===== src/rtl/stream_demux_pkg.sv =====
// Shared types and sizes for the registered 1-to-2 stream demultiplexer.
package stream_demux_pkg;

   localparam int DEMUX_WIDTH = 32;
   localparam int COUNT_WIDTH = 16;

   typedef enum logic {
      SLOT_EMPTY = 1'b0,
      SLOT_FULL  = 1'b1
   } slot_state_t;

endpackage : stream_demux_pkg


===== src/rtl/demux_out_slot.sv =====
// One-entry output buffer of the demux: state, data register, fill/drain logic.
// Optional handshake counter enabled by the STREAM_DEMUX_COUNT_EN macro.
module demux_out_slot
   import stream_demux_pkg::*;
#(
   parameter int WIDTH = DEMUX_WIDTH
) (
   input  logic                   clk,
   input  logic                   reset,
   input  logic                   i_fill,
   input  logic [WIDTH-1:0]       i_data,
   input  logic                   i_ready,
   output logic                   o_valid,
   output logic [WIDTH-1:0]       o_data,
   output logic                   o_canAccept,
   output logic [COUNT_WIDTH-1:0] o_count
);

   slot_state_t      r_state;
   slot_state_t      w_nextState;
   logic [WIDTH-1:0] r_data;
   logic             w_drain;

   always_ff @(posedge clk) begin
      if (reset) begin
         r_state <= SLOT_EMPTY;
      end else begin
         r_state <= w_nextState;
      end
   end

   // A fill wins over a drain so that fill+drain in one cycle keeps the slot full.
   always_comb begin
      w_nextState = r_state;
      w_drain     = (r_state == SLOT_FULL) && i_ready;
      if (i_fill) begin
         w_nextState = SLOT_FULL;
      end else if (w_drain) begin
         w_nextState = SLOT_EMPTY;
      end
   end

   always_ff @(posedge clk) begin
      if (reset) begin
         r_data <= '0;
      end else if (i_fill) begin
         r_data <= i_data;
      end
   end

   assign o_valid     = (r_state == SLOT_FULL);
   assign o_data      = r_data;
   assign o_canAccept = (r_state == SLOT_EMPTY) || i_ready;

`ifdef STREAM_DEMUX_COUNT_EN
   logic [COUNT_WIDTH-1:0] r_count;

   always_ff @(posedge clk) begin
      if (reset) begin
         r_count <= '0;
      end else if (w_drain) begin
         r_count <= r_count + 1'b1;
      end
   end

   assign o_count = r_count;
`else
   assign o_count = '0;
`endif

endmodule : demux_out_slot


===== src/rtl/stream_demux_1to2.sv =====
// Registered 1-to-2 valid/ready demultiplexer with an independent buffer per output.
// Define STREAM_DEMUX_COUNT_EN to enable the per-port handshake counters.
module stream_demux_1to2
   import stream_demux_pkg::*;
#(
   parameter int WIDTH = DEMUX_WIDTH
) (
   input  logic                   clk,
   input  logic                   reset,
   input  logic [WIDTH-1:0]       in_data,
   input  logic                   in_sel,
   input  logic                   in_valid,
   output logic                   in_ready,
   output logic [WIDTH-1:0]       out0_data,
   output logic                   out0_valid,
   input  logic                   out0_ready,
   output logic [WIDTH-1:0]       out1_data,
   output logic                   out1_valid,
   input  logic                   out1_ready,
   output logic [COUNT_WIDTH-1:0] count0,
   output logic [COUNT_WIDTH-1:0] count1
);

   logic w_canAccept0;
   logic w_canAccept1;
   logic w_accept;
   logic w_fill0;
   logic w_fill1;

   // Head-of-line blocking: only the selected slot decides whether the input moves.
   assign in_ready = in_sel ? w_canAccept1 : w_canAccept0;
   assign w_accept = in_valid && in_ready;
   assign w_fill0  = w_accept && !in_sel;
   assign w_fill1  = w_accept && in_sel;

   demux_out_slot #(
      .WIDTH(WIDTH)
   ) u_slot0 (
      .clk        (clk),
      .reset      (reset),
      .i_fill     (w_fill0),
      .i_data     (in_data),
      .i_ready    (out0_ready),
      .o_valid    (out0_valid),
      .o_data     (out0_data),
      .o_canAccept(w_canAccept0),
      .o_count    (count0)
   );

   demux_out_slot #(
      .WIDTH(WIDTH)
   ) u_slot1 (
      .clk        (clk),
      .reset      (reset),
      .i_fill     (w_fill1),
      .i_data     (in_data),
      .i_ready    (out1_ready),
      .o_valid    (out1_valid),
      .o_data     (out1_data),
      .o_canAccept(w_canAccept1),
      .o_count    (count1)
   );

endmodule : stream_demux_1to2


===== config.mk =====
export PLATFORM = sky130hd
export DESIGN_NAME = stream_demux_1to2
export DESIGN_NICKNAME = d
export VERILOG_FILES = /design/src/rtl/stream_demux_pkg.sv /design/src/rtl/demux_out_slot.sv /design/src/rtl/stream_demux_1to2.sv
export SDC_FILE = /design/constraint.sdc
export NUM_CORES = 1
export LEC_CHECK = 0
export BUFFER_PORTS_ARGS = -buffer_cell sky130_fd_sc_hd__buf_2
export CAP_MARGIN = 10
export CORE_MARGIN = 5
export CORE_UTILIZATION = 50
export CTS_CLUSTER_DIAMETER = 100
export DETAILED_ROUTE_END_ITERATION = 10
export PLACE_DENSITY = 0.93
export SYNTH_ARGS = -nofsm -noshare
export SYNTH_HDL_FRONTEND = slang
export SYNTH_SLANG_ARGS = --single-unit
export TNS_END_PERCENT = 10

===== constraint.sdc =====
create_clock -name clk -period 1.7 [get_ports clk]
set_input_delay 0.085 -clock clk [delete_from_list [all_inputs] [get_ports clk]]
set_output_delay 0.085 -clock clk [all_outputs]
set_load 0.03 [all_outputs]

-- After elaboration in Yosys (flattened, before gate mapping)
Index checks and enable logic that the tools add are counted.
- logic and storage cells: 21
- flip-flop bits (word level): 66
- input port bits: 38
- output and inout port bits: 99
- reduce and logical (&&, ||, !) cells: 10
- bitwise operators: 2
- muxes and demuxes: 5
- operator list (kind ; number):
    1-bit logical AND ; 5
    1-bit 2-to-1 mux ; 5
    2-bit nonzero test ; 2
    1-bit logical OR ; 2
    1-bit inverter ; 2
    1-bit zero test ; 1

-- Depth between registers and ports, before layout
Gate-level depths: netlist (run 1).
- depth after elaboration: 6
- mapped depth: 5
- depth with buffers taken out: 3

-- Modules after synthesis
Synthesis (run 1) repeated with hierarchy kept, for this count alone.
- cells, all modules: 253
- area, all modules: 2690.1 µm²
- by module, submodules not included (module ; cells an instance ; sequential area each (µm²) ; times used ; area each (µm²)):
    demux_out_slot ; 125 ; 660.6 ; 2 ; 1328.8
    stream_demux_1to2 ; 3 ; 0.0 ; 1 ; 32.5

-- Worst setup path before layout (run 1)
No wires, ideal clock.
- kind: reg-to-reg
- from: register u_slot1.r_state, in the netlist u_slot1.o_valid
- to: register u_slot1.r_data[10], in the netlist u_slot1.o_data[10]
- path slack: 0.394 ns
- stages on the path, launching flop included: 6
- buffers on the path: 2
- library setup time: 0.119 ns
- data required time: 1.581 ns
- clock period less this slack: 1.306 ns
- arrival: 1.187 ns
- path through: dfxtp_1 > nand2b_4 > and3_4 > buf_12 > buf_12 > mux2i_1
- word-level cells in the longest chain between the ends: 5
- RTL lines (item ; line ; RTL):
    from (decl) ; demux_out_slot.sv:19 ; slot_state_t r_state;
    from (signal assigned) ; demux_out_slot.sv:28 ; r_state <= w_nextState;
    1-bit inverter ; demux_out_slot.sv:53 ; assign o_canAccept = (r_state == SLOT_EMPTY) || i_ready;
    1-bit logical OR ; demux_out_slot.sv:53 ;
    1-bit 2-to-1 mux ; stream_demux_1to2.sv:31 ; assign in_ready = in_sel ? w_canAccept1 : w_canAccept0;
    1-bit logical AND ; stream_demux_1to2.sv:32 ; assign w_accept = in_valid && in_ready;
    1-bit logical AND ; stream_demux_1to2.sv:34 ; assign w_fill1 = w_accept && in_sel;
    to (signal assigned) ; demux_out_slot.sv:47 ; r_data <= i_data;
    to (decl) ; demux_out_slot.sv:21 ; logic [WIDTH-1:0] r_data;
No other way between the ends.
A chain may end at the register's enable or synchronous reset.

-- Final worst setup path (run 1)
- from: register u_slot1.r_state, in the netlist u_slot1.o_valid
- to: output port in_ready
- word-level cells in the longest chain between the ends: 3
- RTL lines (item ; line ; RTL):
    1-bit inverter ; demux_out_slot.sv:53 ;
    1-bit logical OR ; demux_out_slot.sv:53 ;
    1-bit 2-to-1 mux ; stream_demux_1to2.sv:31 ;
    to (decl) ; stream_demux_1to2.sv:13 ; output logic in_ready,
No other way between the ends.

==> flow_metrics.tcl, run 1 <==
set metrics [dict create \
    synth_warnings 0 \
    io_pins 137 \
    holdPathStages 3 \
    num_vias 2105 \
    layout_common_cells "104 x buf_2, 96 x nand2b_1, 66 x dfxtp_1" \
    diodes 0 \
    grt_pass1_wl_mm 9.84 \
    finalNetCount 423 \
    dpl.hpwl_mm 4.37 \
    clk_latency_ns 0.32 \
    required_ns 1.62 \
    area_growth_pct 20.3 \
    grt_util_all_layers_pct 16.1 \
    place_congestion 0.733 \
    rsz0062_at_grt "no" \
    synth-seq-area-share_pct 43.9 \
    min_path_type "in2reg" \
    regToRegSetupSlack_ns 0.51 \
    clock-sinks 66 \
    p_per_area_nw_per_um2 999 \
    post-cts-setup-buffers 0 \
    postCtsHoldBufs 0 \
    overflow 0 \
    drive_gt1_share_pct 32.6 \
    htreeDepth 3 \
    hold_viol 0 \
    synthTopCellsByArea "dfxtp_1 44%, mux2i_1 21%, nand2b_1 20%" \
    arrival_ns 1.24 \
    core-area_sq_um 5890 \
    clockBufferDepth 2 \
    post_cts_resized 0 \
    drt_first_pass_iters 4 \
    cts_tree "yes" \
    fillCellCount 505 \
    reg2reg_to "u_slot1.o_data[4]" \
    timing.fmax_mhz 754 \
    whs_endpoint "u_slot0.o_data[30]" \
    crit_path_start_kind "register" \
    leakage_nw 1.84 \
    maxCapViolations 0 \
    cts_buffers 9 \
    avgSynthCellArea_sq_um 10.6 \
    status "complete, no violations" \
    synthCells 285 \
    routed_via_density 4.53 \
    finalClockSkew_ns 0.00794 \
    grt_pass1_vias 2180 \
    dieArea_sq_um 7680 \
    min_from "in_data[30]" \
    grt_max_degree 99 \
    root_buffer "clkbuf_8" \
    start_util_pct 51.2 \
    path_clk_slew_ns 0.07 \
    die_w_um 87.6 \
    portBuffers 104 \
    end_kind "primary output" \
    wl_mm 6.07 \
    period_share_pct 78.0 \
    crit_type "reg2out" \
    syn_area_sq_um 3010 \
    setup_viol 0 \
    critical_path_peak_fanout 4 \
    drc 0 \
    drt-initial-drc-count 47 \
    row_count 28 \
    antenna_found_initial 0 \
    reg2reg_depth 3 \
    yosys.area.top_type "dfxtp_1" \
    ir_worst_vdd_v 0.000539 \
    ys_types 16 \
    ys_seq_elements 66 \
    reg2reg_from "u_slot1.o_valid" \
    final_antenna_net_count 0 \
    report.final.slew_viol_count 0 \
    hold_ws_ns 0.0442 \
    multi_input_area_sq_um 1450 \
    die_h_um 87.6 \
    register_area_sq_um 1320 \
    final.setup.tns_ns 0 \
    yosysTopAreaCellShare_pct 43.9 \
    final_common_cell "buf_2" \
    wl_per_cell_um 13.1 \
    period_needed_ns 1.33 \
]
==> worst max path at each step <==
stage / to / slack [ns] / from / depth (start not counted)
detailed placement: u_slot1.o_data[16] / 0.52 / u_slot1.o_valid / 3
floorplan: u_slot1.o_data[10] / 0.39 / u_slot1.o_valid / 5
CTS: in_ready / 0.35 / u_slot1.o_valid / 3
global route: in_ready / 0.30 / u_slot1.o_valid / 3
finish: in_ready / 0.37 / u_slot1.o_valid / 3
global placement: u_slot0.o_data[0] / 0.56 / u_slot0.o_valid / 4
==> report_power, final <==
group	internal, W	switching [W]	leakage, nW
combinational	0.000209	0.000422	1.20
clock	0.000755	0.000560	0.0986
sequential	0.00163	0.0000437	0.540
==> critical path, cell delays in order (launching register included) <==
cell      delay (ns)
dfxtp_1         0.38
nand2b_4        0.08
mux2_2          0.27
buf_2           0.19
==> synth_stat cells <==
master,number
mux2_2,1
mux2i_1,64
and3_4,1
clkbuf_1,9
buf_2,3
a21oi_1,2
nand2b_1,96
and3b_1,1
buf_12,2
buf_6,2
dfxtp_1,66
nand3b_1,1
nand3_2,1
buf_4,33
nand2b_4,2
conb_1,1
==> metrics by stage <==
step / worst slack [ns] / area (sq um) / total power, W / instances / util (%)
after floorplan: 0.394 / 3130 / 0.00224 / 316 / -
after global placement: 0.561 / 3420 / 0.00232 / 449 / 58.1
after detailed placement: 0.519 / 3420 / 0.00234 / 449 / 58.1
after CTS: 0.352 / 3620 / 0.00367 / 465 / 61.6
after global routing: 0.303 / 3620 / 0.00381 / 465 / 61.6
final: 0.375 / 3620 / 0.00362 / 465 / 61.6
==> final cells by class <==
cell class	count	area share, %
repair buffers	107	15.3
well taps	75	2.59
clock inverters	4	1.38
multi-input cells	201	40.0
flip-flops and latches	66	36.5
clock buffers	12	4.28
==> routing by layer <==
layer  vias to the layer above  part of all wire (%)  global-route usage [%]
li1                       1058                     -                       -
met1                       953                    40                    18.8
met2                        87                    49                    26.8
met3                         7                    10                    6.68
met4                         0                   1.0                    5.02
met5                         -                     0                       0
==> state kept, by name, indices dropped and copies added, names as in the netlist <==
signal / cells
u_slot0.o_data: 32
u_slot1.o_data: 32
u_slot1.o_valid: 1
u_slot0.o_valid: 1
==> kinds of logic (layout without fill, tap and decap cells) <==
| logic type | Yosys count | in the layout | share of synthesized area, % |
|---|---|---|---|
| AND/OR/NAND/NOR | 102 | 102 | 22.1 |
| flip-flops | 66 | 66 | 43.9 |
| multiplexers | 65 | 65 | 21.6 |
| buffers and inverters | 49 | 123 | 11.9 |
| AO/OA/AOI/OAI | 2 | 2 | 0.332 |
| other | 1 | 32 | 0.125 |
(Power assumes the default switching activity.)
==> run 2: changes to the inputs <==
--- a/config.mk
+++ b/config.mk
@@ -8,10 +8,10 @@
 export BUFFER_PORTS_ARGS = -buffer_cell sky130_fd_sc_hd__buf_2
 export CAP_MARGIN = 10
 export CORE_MARGIN = 5
-export CORE_UTILIZATION = 50
+export CORE_UTILIZATION = 42
 export CTS_CLUSTER_DIAMETER = 100
 export DETAILED_ROUTE_END_ITERATION = 10
-export PLACE_DENSITY = 0.93
+export PLACE_DENSITY = 0.85
 export SYNTH_ARGS = -nofsm -noshare
 export SYNTH_HDL_FRONTEND = slang
 export SYNTH_SLANG_ARGS = --single-unit
==> constraint.sdc (replaced) <==
create_clock -name clk -period 1.1 [get_ports clk]
set_input_delay 0.055 -clock clk [delete_from_list [all_inputs] [get_ports clk]]
set_output_delay 0.055 -clock clk [all_outputs]
set_load 0.03 [all_outputs]
==> run 2 against run 1 <==
  * The run now ends with setup timing left
  * Largest power group unchanged
  * Critical path type unchanged
  * Hold slack got worse by 0.031 ns
  * Final cell count increased by 10%
  * Clock skew decreased by 0.0026 ns
  * Die area increased by 17%
  * Largest cell class unchanged
==> flow_metrics.tcl, run 2 (same netlist as run 1, synthesis figures left out) <==
set metrics [dict create \
    crit_path_start_kind "register" \
    min_path_type "in2reg" \
    combPwrFrac_pct 18.6 \
    sw_frac_of_total_pct 28.7 \
    placedCellCount 474 \
    cp_slowest_stage_delay_ns 0.36 \
    htreeDepth 3 \
    grt_util_all_layers_pct 15.0 \
    portBuffers 104 \
    num_vias 2217 \
    end_kind "primary output" \
    violations "setup timing" \
    min_from "in_data[12]" \
    cpMaxStageDelayCell "dfxtp_4" \
    ir_worst_vdd_v 0.000924 \
    highest_layer "met4" \
    dieArea_sq_um 8960 \
    critical_path_peak_fanout 4 \
    reg2reg_from "u_slot0.o_valid" \
    worstPathCellList "nand2b_4 -> mux2_4 -> buf_6" \
    report.final.slew_viol_count 0 \
    timing.fmax_mhz 818 \
    cts_tree "yes" \
    critPathBufInv 1 \
    crit_type "reg2out" \
    pwr-share-seq_pct 44.1 \
    dr_wl_met3_um 707 \
    status "finished, violations left" \
    finalNetCount 449 \
    final.setup.tns_ns -0.123 \
    required_ns 1.04 \
    start_util_pct 43.8 \
    wl_mm 6.64 \
    routed_via_density 4.33 \
    wl_met1_mm 2.55 \
    grt_pass1_vias 2256 \
    finalClockSkew_ns 0.00530 \
    clk_latency_ns 0.33 \
    wl_per_cell_um 13.0 \
    setup_viol 1 \
    grt_pass1_wl_mm 10.6 \
    postCtsHoldBufs 22 \
    clkPwrFrac_pct 37.3 \
    die_w_um 94.7 \
    row_count 30 \
    die_h_um 94.7 \
    cts_buffers 9 \
    final_antenna_net_count 0 \
    hold_viol 0 \
    root_buffer "clkbuf_8" \
    overflow 0 \
    area_growth_pct 32.9 \
    maxCapViolations 0 \
    cp-startpoint "u_slot0.o_valid" \
    dpl.hpwl_mm 4.62 \
    drt-initial-drc-count 57 \
    p_per_area_nw_per_um2 1460 \
    drive_gt1_share_pct 32.5 \
    hold_ws_ns 0.0128 \
    instances_no_fill 512 \
    antenna_found_initial 0 \
    leakage_nw 2.00 \
    grt_max_degree 99 \
    io_pins 137 \
    clock-sinks 66 \
    period_needed_ns 1.22 \
    layout_common_cells "103 x buf_2, 96 x nand2b_1, 64 x mux2i_1, 64 x dfxtp_1, 32 x conb_1" \
    place_congestion 0.707 \
    fin_ws_ns -0.123 \
    switchingPower_w 0.00168 \
    drc 0 \
    period_share_pct 111 \
    p_int_w 0.00418 \
    clockBufferDepth 2 \
    final_common_cell "buf_2" \
    diodes 0 \
    core-area_sq_um 6870 \
    path_clk_slew_ns 0.07 \
    rsz0062_at_grt "yes" \
    dr_wl_met2_mm 3.29 \
    drt_first_pass_iters 4 \
    cp_top_family "flip-flops" \
    arrival_ns 1.17 \
]
-- run 2: what timing repair did --
item / CTS / global route
setup endpoints to repair: 2 / 11
gates resized for setup: 4 / 1
endpoints found under the hold margin: 33 / 1
setup buffers: 0 / 0
-- run 2: layer usage --
metal / global-route usage, % / up-vias
li1: - / 1111
met1: 16.3 / 1008
met2: 25.6 / 88
met3: 7.25 / 10
met4: 4.81 / 0
met5: 0 / -
-- run 2: worst paths after layout --
kind | end | slack [ns] | cells past startpoint
max | in_ready | -0.12 | 3
min | u_slot0.o_data[12] | 0.01 | 3
max reg2reg | u_slot0.o_data[19] | 0.02 | 4
min reg2reg | u_slot1.o_data[18] | 0.47 | 2
-- run 2: tightest hold or removal path, stage by stage --
cell and delay [ns]:
buf_2 0.10, nand2b_1 0.08, mux2i_1 0.06
-- run 2: area by class of cell --
type / instances / area (sq um)
well taps: 96 / 120
repair buffers: 133 / 878
clock buffers: 11 / 163
multi-input cells: 201 / 1450
flip-flops and latches: 66 / 1330
clock inverters: 5 / 60.1
fillers: 580 / 2870
-- run 2: power by group through the flow --
stage	Combinational, W	Sequential [W]	Clock [W]
global placement	0.00101	0.00263	0
detailed placement	0.00103	0.00263	0
CTS	0.00109	0.00258	0.00226
floorplan	0.000582	0.00288	0
finish	0.00109	0.00258	0.00219
global route	0.00116	0.00259	0.00239
-- run 2: per-stage QoR --
stage | util [%] | power, W | worst slack [ns] | area, sq um
final | 58.3 | 0.00586 | -0.123 | 4000
after global routing | 58.3 | 0.00615 | -0.175 | 4000
after floorplan | - | 0.00346 | -0.0210 | 3140
after detailed placement | 51.6 | 0.00366 | 0.00707 | 3540
after CTS | 58.2 | 0.00593 | -0.153 | 4000
after global placement | 51.6 | 0.00364 | 0.0841 | 3540
==> run 3: changes to the inputs <==
--- a/config.mk
+++ b/config.mk
@@ -12,6 +12,7 @@
 export CTS_CLUSTER_DIAMETER = 100
 export DETAILED_ROUTE_END_ITERATION = 10
 export PLACE_DENSITY = 0.85
+export SETUP_SLACK_MARGIN = 0.02
 export SYNTH_ARGS = -nofsm -noshare
 export SYNTH_HDL_FRONTEND = slang
 export SYNTH_SLANG_ARGS = --single-unit
==> constraint.sdc (replaced) <==
create_clock -name clk -period 1.1 [get_ports clk]
set_input_delay 0.22 -clock clk [delete_from_list [all_inputs] [get_ports clk]]
set_output_delay 0.22 -clock clk [all_outputs]
set_load 0.03 [all_outputs]
==> run 3 against run 2 <==
  * The run still ends with setup timing left
  * Final cell count is 2.3% lower
  * Flip-flop and latch count stayed put
  * Clock power is 18% lower
  * Clock-buffer cell count stayed put
  * Final area is 6.8% higher
  * Register-to-register slack worse by 0.16 ns
==> flow_metrics.tcl, run 3 (same netlist as run 1, synthesis figures left out) <==
set metrics [dict create \
    overflow 0 \
    final_antenna_net_count 0 \
    drt-initial-drc-count 28 \
    finalClockSkew_ns 0.00825 \
    routed_via_density 4.45 \
    cts_tree "yes" \
    drt_first_pass_iters 4 \
    die_w_um 94.7 \
    cts_buffers 9 \
    p_per_area_nw_per_um2 1320 \
    status "finished, violations left" \
    fin_ws_ns -0.277 \
    core-area_sq_um 6870 \
    clock-sinks 66 \
    required_ns 0.88 \
    p_int_w 0.00392 \
    postCtsHoldBufs 0 \
    hold_ws_ns 0.161 \
    finalNetCount 437 \
    grt_max_degree 63 \
    hold_viol 0 \
    diodes 0 \
    crit_path_start_kind "register" \
    rsz0062_at_grt "yes" \
    wl_per_cell_um 14.4 \
    critical_path_peak_fanout 2 \
    grt_util_all_layers_pct 15.1 \
    instances_no_fill 500 \
    final_common_cell "nand2b_1" \
    grt_pass1_vias 2237 \
    ir_worst_vdd_v 0.000797 \
    grt_pass1_wl_mm 10.7 \
    timing.fmax_mhz 726 \
    fillCellCount 542 \
    drc 0 \
    regToRegSetupSlack_ns -0.14 \
    post-route-util_pct 62.2 \
    setup_viol 66 \
    combPwrFrac_pct 21.7 \
    layout_common_cells "96 x nand2b_1, 69 x buf_6, 63 x mux2i_1" \
    pwr-share-seq_pct 46.5 \
    area_growth_pct 41.9 \
    placedCellCount 476 \
    wl_mm 7.19 \
    clk_latency_ns 0.33 \
    clockBufferDepth 2 \
    leakage_nw 2.00 \
    row_count 30 \
    place_congestion 0.722 \
    io_pins 137 \
    end_kind "primary output" \
    start_util_pct 43.8 \
    clkPwrFrac_pct 31.8 \
    sw_frac_of_total_pct 30.3 \
    num_vias 2226 \
    die_h_um 94.7 \
    crit_type "reg2out" \
    dpl.hpwl_mm 4.55 \
    period_needed_ns 1.38 \
    drive_gt1_share_pct 40.8 \
    htreeDepth 3 \
    maxCapViolations 0 \
    root_buffer "clkbuf_8" \
    report.final.slew_viol_count 0 \
    antenna_found_initial 0 \
    violations "setup timing" \
    portBuffers 104 \
    dp_slack_ns -0.0176 \
    min_path_type "in2reg" \
    arrival_ns 1.16 \
    period_share_pct 125 \
    path_clk_slew_ns 0.07 \
    dieArea_sq_um 8960 \
    switchingPower_w 0.00170 \
]
==> run 3: cell type report <==
cell class	count	area (sq um)	area share, %
tap	96	120	2.81
clock buffer	11	141	3.31
multi-input combinational	201	1480	34.5
sequential	66	1350	31.6
timing repair buffer	121	1150	27.0
clock inverter	5	28.8	0.673
==> run 3: worst paths after layout <==
path                                         start                  to  cells past startpoint
worst max-delay path               u_slot0.o_valid            in_ready                      3
worst min-delay path                    in_data[0]   u_slot1.o_data[0]                      3
worst max register to register     u_slot0.o_valid  u_slot0.o_data[24]                      5
worst min register to register  u_slot1.o_data[19]  u_slot1.o_data[19]                      2
==> run 3: per-layer routing <==
layer	wire (um)	track usage, %
met5	0	0
met4	86	4.09
met3	736	7.65
met2	3760	26.3
met1	2610	16.2
==> run 3: repair_timing <==
item / 4_1_cts / 5_1_grt
setup buffers: 4 / 4
setup endpoints to repair: 70 / 126
pin swaps: 1 / 1
endpoints found under the hold margin: 0 / 0
resized for setup: 104 / 58
gates cloned: 0 / 1
==> run 3: worst max-delay path, stage by stage, from the launching register on <==
cell and delay (ns):
dfxtp_4 0.36, nand2b_4 0.06, mux2_4 0.28, buf_6 0.14
==> run 3: per-stage QoR <==
stage                     TNS, ns  total power [W]  cell area [sq um]
after floorplan            -0.407          0.00346               3140
after global placement    -0.0286          0.00363               3550
after detailed placement  -0.0257          0.00365               3550
after CTS                   -2.94          0.00560               4040
after global routing        -7.28          0.00589               4270
final                       -3.32          0.00562               4270
==> run 3: power by group through the flow <==
stage | clock network (W) | registers [W] | logic (W)
finish | 0.00179 | 0.00262 | 0.00122
CTS | 0.00187 | 0.00260 | 0.00114
floorplan | 0 | 0.00288 | 0.000582
global placement | 0 | 0.00263 | 0.00100
detailed placement | 0 | 0.00263 | 0.00102
global route | 0.00196 | 0.00263 | 0.00129
